**src/rtl/shift_reg_ctrl.sv**
```systemverilog
// -----------------------------------------------------------------------------
// shift_reg_ctrl
//
// Transmit sequencer for an N-bit parallel-load shift register. It accepts
// words over a valid/ready handshake. It loads each word into the external
// register and shifts it out MSB-first, and it qualifies the serial stream
// with ser_valid. It pulses done once per completed word, then holds off the
// next word for GAP idle cycles.
//
// Frame timeline for a handshake at the edge that closes cycle t0:
//   t0+1               LOAD  (sr_load_en high; the register loads at its end)
//   t0+2 .. t0+N+1     SHIFT (ser_out = word[N-1] .. word[0])
//   t0+N+2             done pulse (first GAP cycle, or IDLE when GAP == 0)
//   t0+N+2+GAP         in_ready high again
//
// Optional build macro: SHIFT_REG_CTRL_PARITY_EN
//   When defined, SHIFT gains one extra cycle that carries the even parity
//   (XOR) of the captured word on ser_out, and every later event moves one
//   cycle later.
//
// Reset: res is asynchronous and active-high.
// -----------------------------------------------------------------------------
module shift_reg_ctrl #(
    parameter int N   = 4,  // word width; must match the attached shift register
    parameter int GAP = 1   // idle cycles after done before in_ready reasserts
) (
    input  logic         clk,
    input  logic         res,
    input  logic         in_valid,
    input  logic [N-1:0] in_data,
    output logic         in_ready,
    input  logic         abort,
    output logic         sr_load_en,
    output logic [N-1:0] sr_load,
    output logic         sr_en,
    output logic         sr_din,
    input  logic         sr_dout,
    output logic         ser_out,
    output logic         ser_valid,
    output logic         busy,
    output logic         done
);

    // The counter has to reach the last SHIFT index and the last GAP index.
    localparam int SHIFT_W = $clog2(N + 2);
    localparam int GAP_W   = (GAP > 0) ? $clog2(GAP + 1) : 1;
    localparam int CNT_W   = (SHIFT_W > GAP_W) ? SHIFT_W : GAP_W;

`ifdef SHIFT_REG_CTRL_PARITY_EN
    // The extra parity cycle sits at counter value N.
    localparam int SHIFT_END = N;
`else
    localparam int SHIFT_END = N - 1;
`endif

    localparam logic [CNT_W-1:0] CNT_ONE    = CNT_W'(1);
    localparam logic [CNT_W-1:0] SHIFT_LAST = CNT_W'(SHIFT_END);
    localparam logic [CNT_W-1:0] DATA_LAST  = CNT_W'(N - 1);
    localparam logic [CNT_W-1:0] GAP_LAST   = CNT_W'((GAP > 0) ? GAP - 1 : 0);

    typedef enum logic [1:0] {
        ST_IDLE,
        ST_LOAD,
        ST_SHIFT,
        ST_GAP
    } state_t;

    state_t           state;
    state_t           state_nxt;
    logic [CNT_W-1:0] cnt;
    logic [CNT_W-1:0] cnt_nxt;

    // Next values of the registered outputs.
    logic             in_ready_nxt;
    logic             load_en_nxt;
    logic [N-1:0]     load_nxt;
    logic             en_nxt;
    logic             valid_nxt;
    logic             busy_nxt;
    logic             done_nxt;

`ifdef SHIFT_REG_CTRL_PARITY_EN
    logic             parity_q;
    logic             parity_nxt;
    logic             par_phase;
    logic             par_phase_nxt;
`endif

    // The fill bit shifted into the register is always zero.
    assign sr_din = 1'b0;

    // Serial output: the register MSB (or the parity bit) gated by ser_valid.
`ifdef SHIFT_REG_CTRL_PARITY_EN
    assign ser_out = ser_valid & (par_phase ? parity_q : sr_dout);
`else
    assign ser_out = ser_valid & sr_dout;
`endif

    // State register and bit counter.
    // NOTE: sequential state uses non-blocking (<=) so every flop samples the
    // pre-edge value of every other flop, independent of statement order.
    always_ff @(posedge clk or posedge res) begin
        if (res) begin
            state <= ST_IDLE;
            cnt   <= '0;
        end else begin
            state <= state_nxt;
            cnt   <= cnt_nxt;
        end
    end

    // Next-state and next-output decode.
    // NOTE: every variable gets a default at the top of the block, so no path
    // can leave a value unassigned and infer a latch.
    always_comb begin
        state_nxt    = state;
        cnt_nxt      = cnt;
        load_nxt     = sr_load;
        in_ready_nxt = 1'b0;
        load_en_nxt  = 1'b0;
        en_nxt       = 1'b0;
        valid_nxt    = 1'b0;
        done_nxt     = 1'b0;
`ifdef SHIFT_REG_CTRL_PARITY_EN
        parity_nxt    = parity_q;
        par_phase_nxt = 1'b0;
`endif

        case (state)
            ST_IDLE: begin
                // in_ready is held low for one cycle after reset. The
                // handshake therefore uses the registered value, not the
                // state alone. abort has no effect here.
                in_ready_nxt = 1'b1;
                if (in_valid && in_ready) begin
                    state_nxt    = ST_LOAD;
                    load_nxt     = in_data;
                    load_en_nxt  = 1'b1;
                    in_ready_nxt = 1'b0;
`ifdef SHIFT_REG_CTRL_PARITY_EN
                    parity_nxt   = ^in_data;
`endif
                end
            end

            ST_LOAD: begin
                if (abort) begin
                    state_nxt    = ST_IDLE;
                    in_ready_nxt = 1'b1;
                end else begin
                    state_nxt = ST_SHIFT;
                    cnt_nxt   = '0;
                    en_nxt    = 1'b1;
                    valid_nxt = 1'b1;
                end
            end

            ST_SHIFT: begin
                if (abort) begin
                    // The word is dropped. The register keeps stale contents.
                    state_nxt    = ST_IDLE;
                    in_ready_nxt = 1'b1;
                end else if (cnt == SHIFT_LAST) begin
                    done_nxt = 1'b1;
                    if (GAP == 0) begin
                        state_nxt    = ST_IDLE;
                        in_ready_nxt = 1'b1;
                    end else begin
                        state_nxt = ST_GAP;
                        cnt_nxt   = '0;
                    end
                end else begin
                    cnt_nxt   = cnt + CNT_ONE;
                    valid_nxt = 1'b1;
`ifdef SHIFT_REG_CTRL_PARITY_EN
                    if (cnt == DATA_LAST) begin
                        // The next cycle carries parity, so the register stays still.
                        par_phase_nxt = 1'b1;
                    end else begin
                        en_nxt = 1'b1;
                    end
`else
                    en_nxt = (cnt != DATA_LAST);
`endif
                end
            end

            ST_GAP: begin
                if (abort || (cnt == GAP_LAST)) begin
                    state_nxt    = ST_IDLE;
                    in_ready_nxt = 1'b1;
                end else begin
                    cnt_nxt = cnt + CNT_ONE;
                end
            end

            default: begin
                state_nxt    = ST_IDLE;
                in_ready_nxt = 1'b1;
            end
        endcase

        busy_nxt = (state_nxt != ST_IDLE);
    end

    // Registered control outputs, so no glitches reach the shift register.
    always_ff @(posedge clk or posedge res) begin
        if (res) begin
            in_ready   <= 1'b0;
            sr_load_en <= 1'b0;
            sr_load    <= '0;
            sr_en      <= 1'b0;
            ser_valid  <= 1'b0;
            busy       <= 1'b0;
            done       <= 1'b0;
        end else begin
            in_ready   <= in_ready_nxt;
            sr_load_en <= load_en_nxt;
            sr_load    <= load_nxt;
            sr_en      <= en_nxt;
            ser_valid  <= valid_nxt;
            busy       <= busy_nxt;
            done       <= done_nxt;
        end
    end

`ifdef SHIFT_REG_CTRL_PARITY_EN
    // Parity of the captured word, and the flag that marks the parity cycle.
    always_ff @(posedge clk or posedge res) begin
        if (res) begin
            parity_q  <= 1'b0;
            par_phase <= 1'b0;
        end else begin
            parity_q  <= parity_nxt;
            par_phase <= par_phase_nxt;
        end
    end
`endif

endmodule

```
**config.mk**
```make
export PLATFORM = sky130hd
export DESIGN_NAME = shift_reg_ctrl
export DESIGN_NICKNAME = d
export VERILOG_FILES = /design/src/rtl/shift_reg_ctrl.sv
export SDC_FILE = /design/constraint.sdc
export NUM_CORES = 1
export LEC_CHECK = 0
export CORE_MARGIN = 10
export CORE_UTILIZATION = 30
export DETAILED_ROUTE_END_ITERATION = 8
export DONT_BUFFER_PORTS = 1
export GPL_ROUTABILITY_DRIVEN = 1
export PLACE_DENSITY_LB_ADDON = 0.1
export SLEW_MARGIN = 30
export SYNTH_ARGS = -nofsm -noshare
export SYNTH_HDL_FRONTEND = slang
export SYNTH_SLANG_ARGS = --single-unit
```
**constraint.sdc**
```tcl
create_clock -name clk -period 1.5 [get_ports clk]
set_input_delay 0.15 -clock clk [delete_from_list [all_inputs] [get_ports clk]]
set_output_delay 0.15 -clock clk [all_outputs]
set_load 0.02 [all_outputs]
```
==> summary.md <==
| Metric | Value |
|---|---|
| Status | completed |
| Crit path capture type | register |
| RSZ-0062 raised after global routing | yes |
| Netlist cell types | 27 |
| Dominant cell type by area after synthesis | dfrtp_1 |
| Min-Delay Endpoint | sr_load[3] |
| RR Startpoint | state[1] |
| Pin count of the biggest net entering global routing | 15 |
| Setup Skew | between 0.001 and 0.0015 ns |
| Startpoint Class | register |
| Footprint of the multi-input gates | 439.2 um2 |
| Crit path buffers/inverters | 2 |
| Detailed-route wire length per cell | 14.62 um |
| Post-Layout Cell Count | 118 |
| Relative slew slack | between 60 and 70% |
| First-pass GRT wire length | 2835 um |
| Dpl cells | 109 |
| DRC errors left | 0 |
| Gpl congestion | 0.8185 |
| Worst skew pair latency | 0.28 ns |
| Maximum vdd drop | roughly 0.95 mV |
| Total gr overflow | 0 |
| Number of port buffers | 0 |
| Highest Clock Rate | 0.6757 GHz |
| Worst slew pin tran | 0.5510 ns |
| CP max stage delay | 0.42 ns |
| Max FO, Critical Path | 6 |
| Final antenna diode count | 0 |
| Initial antenna violation count | 0 |
| Filler Cell Count | 246 |
| HP Class | input port to register |
| Via density | ~4.7 |
| Setup WS post-layout | 0.02001 ns |
| Clock Tree Buf Depth | 2 |
| Layout area overhead | 29.10% |
| Post-Syn Nets | 90 |
| Drt total wl | approximately 1700 um |
| Drt initial violations | 14 |
| Area contributors post-synth | dfrtp_1 45%, ha_1 14%, mux2_2 5.8% |
| H-tree depth | 1 |
| WP data required | 1.63 ns |
| Seq. cell area | 351.6 um2 |
| Pre-antenna DRT Iters | 4 |
| Crit-path most repeated cell | buf_4 |
| Share of layout cells above drive strength 1 | 36.36% |
| Share of the synthesized area in the top cell type | 45.02% |
| Reg2reg setup slack | 0.02 ns |
| Final setup fails | 0 |
| Hold slack | around 0.015 ns |
| Top delay family on crit path | flip-flops |
| Sequential area share after synthesis | 45.02% |
| Fin util | 40.56% |
| Mapped cell area | 778.2 um2 |
| Synth warn | 0 |
| Crit-path cells | buf_4 > ha_2 > buf_4 > a32oi_1 > o21ai_0 |
| Post-synthesis register bit count | 14 |
| Final hold violation count | 0 |
| Post-Place Setup Slack | -0.03000 ns |
| R2R Path End | state[0] |
| PwrDens | ~2000 nW/um2 |
| Die width | 70.93 um |
| CORE AREA | about 2500 um2 |
| CTS Root Cell | clkbuf_4 |
| Slowest stage cell, crit path | dfrtp_1 |
| Hold depth | 1 |
| Slew Viols, Final | 0 |
| Via count | 558 |
| NumNets Final | between 100 and 150 |
| Die area | just over 5000 um2 |
| Reg2Reg Depth | 5 |
| Vias in the first global route | 594 |
| Clock-pin transition on the worst setup and hold timing paths | about 0.080 ns |
| Io pins | 21 |
| HPWL after DPL | 1251 um |
| Max Cap Viol | 0 |
| Hold_sp | in_data[3] |
| Die height | 70.93 um |
| Antenna-violating nets left | 0 |
| Initial Util | 31.41% |
| Gate Count Post-Synth | 72 |
| Pleak | 0.4673 nW |
| Num rows | 18 |
| CTS tree | done |
| CP Data Arrival Time | 1.61 ns |
| Synth Area per Inst | 10.81 um2 |
| Crit share post-route | approximately 99% |
| Setup CP Type | register to register |
| # clock sinks | 14 |
| GRT Util Overall | slightly below 7% |
| CTS buffer count | 3 |
| Tmin final | 1.480 ns |
-- flip-flops by register name, indices dropped and copies added, names as in the netlist --
signal,count
sr_load,4
state,2
cnt,3
done,1
in_ready,1
sr_load_en,1
ser_valid,1
busy,1
-- per-layer routing --
metal	routed length (um)	share of wire, %	global-route usage, %	vias up
met5	0	0	0	-
li1	-	-	-	278
met3	116	6.7	3.905	5
met2	811	47	9.990	13
met1	763	44	7.729	262
met4	34	2.0	4.301	0
-- how the worst max path moves through the flow --
stage	start	to	slack, ns	cells after the start
after global routing	state[1]	cnt[1]	-0.05	5
after global placement	state[0]	cnt[2]	-0.06	5
final	state[1]	state[0]	0.02	5
after CTS	cnt[0]	busy	0.00003	5
after detailed placement	state[0]	cnt[2]	-0.03	5
after floorplan	state[1]	busy	0.03	5
-- cells by family after synthesis --
group,Yosys count,share of synthesized area [%]
AND/OR/NAND/NOR,15,10.29
multiplexers,7,9.646
adder cells (fa/ha/maj),9,14.47
AO/OA/AOI/OAI,15,13.83
flip-flops,14,45.02
buffers and inverters,11,6.269
other,1,0.4819
-- repair_timing --
action / 4_1_cts / 5_1_grt
hold endpoints to repair: 16 / 1
hold buffers: 2 / 1
buffers inserted: 1 / 2
setup endpoints to repair: 4 / 8
gates resized for setup: 5 / 11
pin swaps: 2 / 3
-- where the power goes --
part	total, W	internal [W]	leakage (nW)	switching [W]
Combinational	0.00106	0.000535	0.276	0.000525
Sequential	0.000747	0.000523	0.178	0.000224
Clock	0.000207	0.0000932	0.0138	0.000114
Total	0.00201	0.00115	0.467	0.000864
-- final cells by class --
type                            count  share of cell area, %
Tap cell                           30                  3.736
Inverter                            9                  3.362
Multi-Input combinational cell     47                  43.71
Sequential cell                    14                  34.99
Timing Repair Buffer               15                  11.96
Clock buffer                        3                  2.242
-- through the flow --
| step | area [um2] | power (W) | TNS, ns |
|---|---|---|---|
| finish | 1005 | 0.002015 | 0 |
| global route | 1005 | 0.002183 | -0.1640 |
| CTS | 934.6 | 0.001864 | 0 |
| detailed placement | 868.3 | 0.001603 | -0.09394 |
| global placement | 868.3 | 0.001620 | -0.2428 |
| floorplan | 778.2 | 0.001326 | 0 |
-- Yosys cell counts --
library cell / instances
a21oi_2: 1
nand3_1: 1
inv_1: 9
mux2i_1: 3
buf_4: 2
a21o_1: 2
a32oi_1: 1
a21oi_1: 2
conb_1: 1
ha_1: 9
or2_0: 1
and2_1: 1
dfrtp_1: 14
o221ai_1: 1
nand2_1: 2
mux2_2: 4
o21a_1: 1
nor2_1: 4
nor3b_1: 1
nor2b_1: 1
nand3b_1: 1
a311oi_2: 1
a22oi_1: 1
o21ai_0: 4
nand2b_1: 2
a31oi_1: 1
nor4_1: 1
-- cells in the final DEF, fill, tap and decap left out --
master and n:
a21o_1 2, dfrtp_1 13, dlygate4sd3_1 3, nand2_1 2
a32oi_1 1, nand2b_1 2, clkbuf_4 3, or2_1 1
a21oi_4 1, o21ai_0 4, nor2b_2 1, dfrtp_2 1
nor4_4 1, ha_1 3, inv_1 7, ha_4 2
o221ai_1 1, nor3b_1 1, a311oi_2 1, inv_2 2
nand3b_1 1, a21oi_1 2, mux2_2 4, ha_2 4
and2_1 1, nand3_1 1, mux2i_1 3, nor2_1 4
a22oi_1 1, a31oi_1 1, conb_1 1, buf_4 12
o21a_1 1
Power figures use the tool's default switching activity.
